**src/rtl/multicycle_control.sv**
```systemverilog
// Purpose : multi-cycle sequencer for lw/sw/R-type/addi/bne over a shared datapath.
// Latency : lw 5, sw 4, R/addi 4, bne 3 cycles, +1 per memory wait cycle.
// Backpr. : FETCH/MEM hold on !memReady and halt with fault after TIMEOUT_CYCLES waits.
//
// Ports:
//   clk, reset_n         clock and async active-low reset (all outputs 0 while low)
//   opcode               instr[6:0] from IR, valid from DECODE onward
//   zero                 ALU zero flag, used by bne in EXEC
//   memReady             completes the current memory request cycle
//   memReq/memWe         memory request and write enable (sw)
//   memAddrSel           memory address mux: 0=PC, 1=aluOut
//   irWrite/pcWrite      load IR+oldPC / load PC (pcWrite already zero-qualified for bne)
//   pcSrc                PC source: 0=ALU result, 1=aluOut
//   aluSrcA/aluSrcB      ALU operand muxes
//   aluOp                00=add, 01=sub/compare, 10=funct-decoded
//   regWrite/memToReg    register writeback strobe and source select
//   halted/illegal/fault HALT state flag and sticky halt causes
//   instrCount           retired-instruction counter, wraps
module multicycle_control #(
  parameter int TIMEOUT_CYCLES = 15,
  parameter int CNT_W          = 32
) (
  input  logic             clk,
  input  logic             reset_n,
  input  logic [6:0]       opcode,
  input  logic             zero,
  input  logic             memReady,
  output logic             memReq,
  output logic             memWe,
  output logic             memAddrSel,
  output logic             irWrite,
  output logic             pcWrite,
  output logic             pcSrc,
  output logic [1:0]       aluSrcA,
  output logic [1:0]       aluSrcB,
  output logic [1:0]       aluOp,
  output logic             regWrite,
  output logic             memToReg,
  output logic             halted,
  output logic             illegal,
  output logic             fault,
  output logic [CNT_W-1:0] instrCount
);

  // Supported opcodes
  localparam logic [6:0] OP_LW   = 7'b0000011;
  localparam logic [6:0] OP_SW   = 7'b0100011;
  localparam logic [6:0] OP_R    = 7'b0110011;
  localparam logic [6:0] OP_ADDI = 7'b0010011;
  localparam logic [6:0] OP_BNE  = 7'b1100011;

  // Mux encodings
  localparam logic [1:0] SRCA_PC    = 2'b00;
  localparam logic [1:0] SRCA_OLDPC = 2'b01;
  localparam logic [1:0] SRCA_RS1   = 2'b10;
  localparam logic [1:0] SRCB_RS2   = 2'b00;
  localparam logic [1:0] SRCB_FOUR  = 2'b01;
  localparam logic [1:0] SRCB_IMM   = 2'b10;
  localparam logic [1:0] ALU_ADD    = 2'b00;
  localparam logic [1:0] ALU_SUB    = 2'b01;
  localparam logic [1:0] ALU_FUNCT  = 2'b10;

  // Wait counter only needs to reach TIMEOUT_CYCLES; it saturates there.
  localparam int WAIT_W = (TIMEOUT_CYCLES > 1) ? $clog2(TIMEOUT_CYCLES + 1) : 1;
  localparam logic [WAIT_W-1:0] WAIT_MAX = WAIT_W'(TIMEOUT_CYCLES);

  typedef enum logic [2:0] {
    FETCH  = 3'd0,
    DECODE = 3'd1,
    EXEC   = 3'd2,
    MEM    = 3'd3,
    WB     = 3'd4,
    HALT   = 3'd5
  } state_t;

  state_t             state;
  state_t             stateNext;
  logic [6:0]         opReg;
  logic [WAIT_W-1:0]  waitCnt;
  logic               memStall;
  logic               timeoutHit;
  logic               retire;
  logic               legalOp;
  logic               setIllegal;
  logic               setFault;
  logic               illegalReg;
  logic               faultReg;

  // Raw decoded outputs, before reset gating
  logic       memReqRaw;
  logic       memWeRaw;
  logic       memAddrSelRaw;
  logic       irWriteRaw;
  logic       pcWriteRaw;
  logic       pcSrcRaw;
  logic [1:0] aluSrcARaw;
  logic [1:0] aluSrcBRaw;
  logic [1:0] aluOpRaw;
  logic       regWriteRaw;
  logic       memToRegRaw;
  logic       haltedRaw;

  assign legalOp = (opcode == OP_LW) || (opcode == OP_SW) || (opcode == OP_R) ||
                   (opcode == OP_ADDI) || (opcode == OP_BNE);

  // A stall is any cycle that requests memory without completion.
  assign memStall   = ((state == FETCH) || (state == MEM)) && !memReady;
  // memReady in the limit cycle wins because memStall is then false.
  assign timeoutHit = (TIMEOUT_CYCLES != 0) && memStall && (waitCnt == WAIT_MAX);

  // Every path back into FETCH from another state completes an instruction.
  assign retire = (stateNext == FETCH) && (state != FETCH);

  // ---------------------------------------------------------------------------
  // State register
  // ---------------------------------------------------------------------------
  always_ff @(posedge clk or negedge reset_n) begin
    if (!reset_n) begin
      state <= FETCH;
    end else begin
      state <= stateNext;
    end
  end

  // ---------------------------------------------------------------------------
  // Next-state logic
  // ---------------------------------------------------------------------------
  always_comb begin
    stateNext  = state;
    setIllegal = 1'b0;
    setFault   = 1'b0;
    case (state)
      FETCH: begin
        if (memReady) begin
          stateNext = DECODE;
        end else if (timeoutHit) begin
          stateNext = HALT;
          setFault  = 1'b1;
        end
      end
      DECODE: begin
        if (legalOp) begin
          stateNext = EXEC;
        end else begin
          stateNext  = HALT;
          setIllegal = 1'b1;
        end
      end
      EXEC: begin
        case (opReg)
          OP_LW, OP_SW:  stateNext = MEM;
          OP_R, OP_ADDI: stateNext = WB;
          OP_BNE:        stateNext = FETCH;
          // opReg only ever holds a legal opcode here; park safely otherwise.
          default:       stateNext = HALT;
        endcase
      end
      MEM: begin
        if (memReady) begin
          stateNext = (opReg == OP_SW) ? FETCH : WB;
        end else if (timeoutHit) begin
          stateNext = HALT;
          setFault  = 1'b1;
        end
      end
      WB:      stateNext = FETCH;
      HALT:    stateNext = HALT;
      default: stateNext = HALT;
    endcase
  end

  // ---------------------------------------------------------------------------
  // Output decode
  // ---------------------------------------------------------------------------
  always_comb begin
    memReqRaw     = 1'b0;
    memWeRaw      = 1'b0;
    memAddrSelRaw = 1'b0;
    irWriteRaw    = 1'b0;
    pcWriteRaw    = 1'b0;
    pcSrcRaw      = 1'b0;
    aluSrcARaw    = SRCA_PC;
    aluSrcBRaw    = SRCB_RS2;
    aluOpRaw      = ALU_ADD;
    regWriteRaw   = 1'b0;
    memToRegRaw   = 1'b0;
    haltedRaw     = 1'b0;
    case (state)
      FETCH: begin
        // PC+4 is computed in the same cycle the instruction word arrives.
        memReqRaw  = 1'b1;
        aluSrcARaw = SRCA_PC;
        aluSrcBRaw = SRCB_FOUR;
        aluOpRaw   = ALU_ADD;
        irWriteRaw = memReady;
        pcWriteRaw = memReady;
      end
      DECODE: begin
        // Speculative branch target oldPC+imm lands in aluOut.
        aluSrcARaw = SRCA_OLDPC;
        aluSrcBRaw = SRCB_IMM;
        aluOpRaw   = ALU_ADD;
      end
      EXEC: begin
        aluSrcARaw = SRCA_RS1;
        case (opReg)
          OP_LW, OP_SW, OP_ADDI: begin
            aluSrcBRaw = SRCB_IMM;
            aluOpRaw   = ALU_ADD;
          end
          OP_R: begin
            aluSrcBRaw = SRCB_RS2;
            aluOpRaw   = ALU_FUNCT;
          end
          OP_BNE: begin
            aluSrcBRaw = SRCB_RS2;
            aluOpRaw   = ALU_SUB;
            pcSrcRaw   = 1'b1;
            pcWriteRaw = !zero;
          end
          default: begin
            aluSrcARaw = SRCA_PC;
          end
        endcase
      end
      MEM: begin
        memReqRaw     = 1'b1;
        memAddrSelRaw = 1'b1;
        memWeRaw      = (opReg == OP_SW);
      end
      WB: begin
        regWriteRaw = 1'b1;
        memToRegRaw = (opReg == OP_LW);
      end
      HALT: begin
        haltedRaw = 1'b1;
      end
      default: begin
        haltedRaw = 1'b0;
      end
    endcase
  end

  // ---------------------------------------------------------------------------
  // Datapath-side registers: opcode latch, wait counter, sticky flags, counter
  // ---------------------------------------------------------------------------
  always_ff @(posedge clk or negedge reset_n) begin
    if (!reset_n) begin
      opReg <= 7'd0;
    end else if (state == DECODE) begin
      opReg <= opcode;
    end
  end

  // Any state change clears the counter, which covers entry to FETCH and MEM.
  always_ff @(posedge clk or negedge reset_n) begin
    if (!reset_n) begin
      waitCnt <= '0;
    end else if (stateNext != state) begin
      waitCnt <= '0;
    end else if (memStall && (waitCnt != WAIT_MAX)) begin
      waitCnt <= waitCnt + 1'b1;
    end
  end

  always_ff @(posedge clk or negedge reset_n) begin
    if (!reset_n) begin
      illegalReg <= 1'b0;
      faultReg   <= 1'b0;
    end else begin
      if (setIllegal) illegalReg <= 1'b1;
      if (setFault)   faultReg   <= 1'b1;
    end
  end

  always_ff @(posedge clk or negedge reset_n) begin
    if (!reset_n) begin
      instrCount <= '0;
    end else if (retire) begin
      instrCount <= instrCount + CNT_W'(1);
    end
  end

  // ---------------------------------------------------------------------------
  // Reset gating: decoded outputs drop to 0 as soon as reset_n falls, without
  // waiting for a clock edge (state itself is already FETCH at that point).
  // ---------------------------------------------------------------------------
  assign memReq     = memReqRaw     & reset_n;
  assign memWe      = memWeRaw      & reset_n;
  assign memAddrSel = memAddrSelRaw & reset_n;
  assign irWrite    = irWriteRaw    & reset_n;
  assign pcWrite    = pcWriteRaw    & reset_n;
  assign pcSrc      = pcSrcRaw      & reset_n;
  assign aluSrcA    = reset_n ? aluSrcARaw : 2'b00;
  assign aluSrcB    = reset_n ? aluSrcBRaw : 2'b00;
  assign aluOp      = reset_n ? aluOpRaw   : 2'b00;
  assign regWrite   = regWriteRaw   & reset_n;
  assign memToReg   = memToRegRaw   & reset_n;
  assign halted     = haltedRaw     & reset_n;
  assign illegal    = illegalReg    & reset_n;
  assign fault      = faultReg      & reset_n;

endmodule

```
**config.mk**
```make
export PLATFORM = sky130hd
export DESIGN_NAME = multicycle_control
export DESIGN_NICKNAME = d
export VERILOG_FILES = /design/src/rtl/multicycle_control.sv
export SDC_FILE = /design/constraint.sdc
export NUM_CORES = 1
export LEC_CHECK = 0
export ABC_AREA = 1
export CORE_UTILIZATION = 57
export CTS_BUF_LIST = sky130_fd_sc_hd__clkbuf_16
export DETAILED_ROUTE_END_ITERATION = 12
export PLACE_DENSITY = 0.84
export SETUP_SLACK_MARGIN = 0.3
export SKIP_CTS_REPAIR_TIMING = 1
export SLEW_MARGIN = 5
export SYNTH_ARGS = -nofsm -noshare
export SYNTH_HDL_FRONTEND = slang
export SYNTH_SLANG_ARGS = --single-unit
```
**constraint.sdc**
```tcl
create_clock -name clk -period 4.3 [get_ports clk]
set_input_delay 0.86 -clock clk [delete_from_list [all_inputs] [get_ports clk]]
set_output_delay 0.86 -clock clk [all_outputs]
set_load 0.02 [all_outputs]
```
==> impl_metrics.csv <==
group,metric,value,unit
setup_path,critPathLaunchType,"flop",
cts,cts-root-buf,"clkbuf_16",
route,vias,3211,
synthesis,avgSynthCellArea,7.19,µm²
cts,cts_buffer_depth,2,
floorplan,initial_core_util,0.607,
timing,fin_skew,0.00851,ns
worst_hold_path,hold_class,"primary input to async pin",
floorplan,rows,26,
timing,timing.fmax,310,MHz
synthesis,ys_ff_latch,48,
timing,hold_slack,0.442,ns
timing,finalHoldViolCount,0,
cells_and_area,fin_nets,516,
timing,setup_slack,1.07,ns
cells_and_area,multi_input_area,1770,µm²
synthesis,synth_area_leader_cell,"dfrtp_1",
cells_and_area,diodes,0,
synthesis,synth-compound-area-share,0.0305,
power_and_ir_drop,ir_worst_vdd,0.000194,V
route,drc,0,
power_and_ir_drop,leakage,1.84,nW
run_status,status,"complete, no violations",
floorplan,coreArea,5270,µm²
floorplan,dieWidth,76.9,µm
global_routing,grt_overflow,0,
synthesis,muxShareOfSynthArea,0,
timing,tightest_slew,0.511,ns
global_routing,grt_usage,0.298,
flow_run,drv_cap,0,
route,firstDrtPassIters,6,
synthesis,syn-cell-area,3200,µm²
global_routing,grt_pass1_vias,3080,
cts,numCtsBuffers,5,
floorplan,fp.dieH,76.9,µm
route,avgRoutedWirePerCell,14.0,µm
synthesis,synth.cells.most_frequent,"nand2_1, nand3_1, dfrtp_1",
timing,rsz0062_at_grt,"no",
route,ant_nets,0,
synthesis,synth_top_family_by_area,"simple AND/OR/NAND/NOR gates",
timing,setup_viol,0,
cts,clock_sinks,48,
cells_and_area,syn_to_final_growth,25.8,%
synthesis,synth_flop_cell,"dfrtp_1",
floorplan,io_pins,60,
synthesis,synth_most_common_cell,"nand2_1",
synthesis,yosys.area.top_type_share,0.375,
setup_path,endpoint_kind,"output pin",
setup_path,critPathKind,"flop to output pin",
synthesis,async_flop_share,1.00,
synthesis,synth_nets,458,
floorplan,die_area,5920,µm²
synthesis,synth_xor_area_frac,0.0821,
synthesis,yosys.area_share.adder,0.00782,
setup_path,crit_required,3.44,ns
global_routing,grt_max_degree,40,
setup_path,cp.arrival,2.37,ns
route,wl,8060,µm
cells_and_area,seqCellArea,1200,µm²
synthesis,synth.distinct_cells,34,
cells_and_area,nFillCells,422,
timing,maxSlewViolCount,0,
cts,clk_pin_slew,0.07,ns
placement,globalplace.congestion,0.999,
timing,relSlewSlack,0.658,
placement,dp_worst_setup_slack,1.16,ns
timing,fin_tns_setup,0,ns
global_routing,grt_pass1_wl,14100,µm
power_and_ir_drop,p_total,1.05,mW
cts,insertion_delay,0.29,ns
placement,dp_hpwl,5990,µm
cts,htreeDepth,2,
synthesis,synth_area_leaders,"dfrtp_1, nand2_1, nand3_1",
placement,portBuffers,59,
setup_path,path_max_fanout,15,
synthesis,yosysWarningCount,0,
global_routing,grt_antenna_before_repair,0,
timing,period_share,0.750,
synthesis,synth-simple-area-share,0.433,
cells_and_area,drive_gt1_frac,0.0635,
synthesis,seq_area_frac_synth,0.375,
cts,cts_tree,"built",
synthesis,syn_inst,445,
synthesis,synth_edf_count,0,
route,dr.first_iter.drc_count,249,
timing,fin_crit,3.23,ns
power_and_ir_drop,powerDensity,260,nW/µm²
route,viasPerCell,5.59,
[worst max-delay path: stages, from the launching register on]
cell	delay, ns
dfrtp_1	0.52
inv_2	0.14
nor3_4	0.42
inv_1	0.18
a21oi_1	0.18
clkdlybuf4s50_1	0.62
[path summary, 6_finish.rpt]
check,startpoint,end,slack [ns],depth (start not counted)
min reg2reg,opReg[0],opReg[0],0.48,2
min in group clk,opReg[0],opReg[0],0.48,2
max in group asynchronous,reset_n,faultReg,3.05,2
min,reset_n,opReg[0],0.44,1
max,state[0],aluSrcB[1],1.07,5
max reg2reg,state[2],instrCount[5],1.92,9
[cell type report]
| class | instances | area share |
|---|---|---|
| tap | 70 | 0.0218 |
| sequential | 48 | 0.298 |
| clock buffer | 5 | 0.0311 |
| timing repair buffer | 60 | 0.147 |
| multi-input combinational | 346 | 0.440 |
| clock inverter | 3 | 0.0224 |
| inverter | 42 | 0.0392 |
[power by group]
group | internal, mW | switching (mW) | leakage, nW
Clock | 0.392 | 0.174 | 0.104
Sequential | 0.451 | 0 | 0.613
Combinational | 0.0117 | 0.0170 | 1.12
[through the flow]
step,utilization,std cells,cell area (µm²)
floorplan,-,445,3200
global placement,0.723,566,3810
detailed placement,0.723,566,3810
CTS,0.764,574,4030
global route,0.764,574,4030
finish,0.764,574,4030
[per-layer routing]
metal	GRT usage	up-vias	wire length, µm
met5	0	-	0
met4	0.125	0	217
li1	-	1540	-
met3	0.0464	26	480
met1	0.360	1501	3330
met2	0.526	144	4040
[logic make-up after synthesis]
kind of cell,count (synthesis)
AND/OR/NAND/NOR,297
buffers and inverters,51
flip-flops,48
XOR/XNOR,30
AO/OA/AOI/OAI,17
adder cells (fa/ha/maj),2
[state kept, by name, summed over array words and instances, names as in the netlist]
name and flops:
illegalReg 1, faultReg 1, opReg 7, state 3
waitCnt 4, instrCount 32
[placed cells by master (no fill, tap or decap), types with 2 or more instances in the layout]
cell type        instances
xor2_1                  18
nand2_1                151
nand2_4                  2
clkbuf_16                5
nand3_1                 50
o21ai_0                  9
dfrtp_1                 48
nand3_2                  2
inv_2                    4
xnor2_1                 12
ha_1                     2
nor4_1                   2
inv_1                   38
nor3_1                  19
clkdlybuf4s50_1         58
nor2_8                   2
bufinv_16                3
o21ai_2                  3
nand4_1                  8
nor2_1                  45
a21oi_1                  3
nand3b_1                 3
nand3_4                  2
nor3_4                   2
nor2_2                   2
nor3b_1                  2
(Power assumes the default switching activity.)
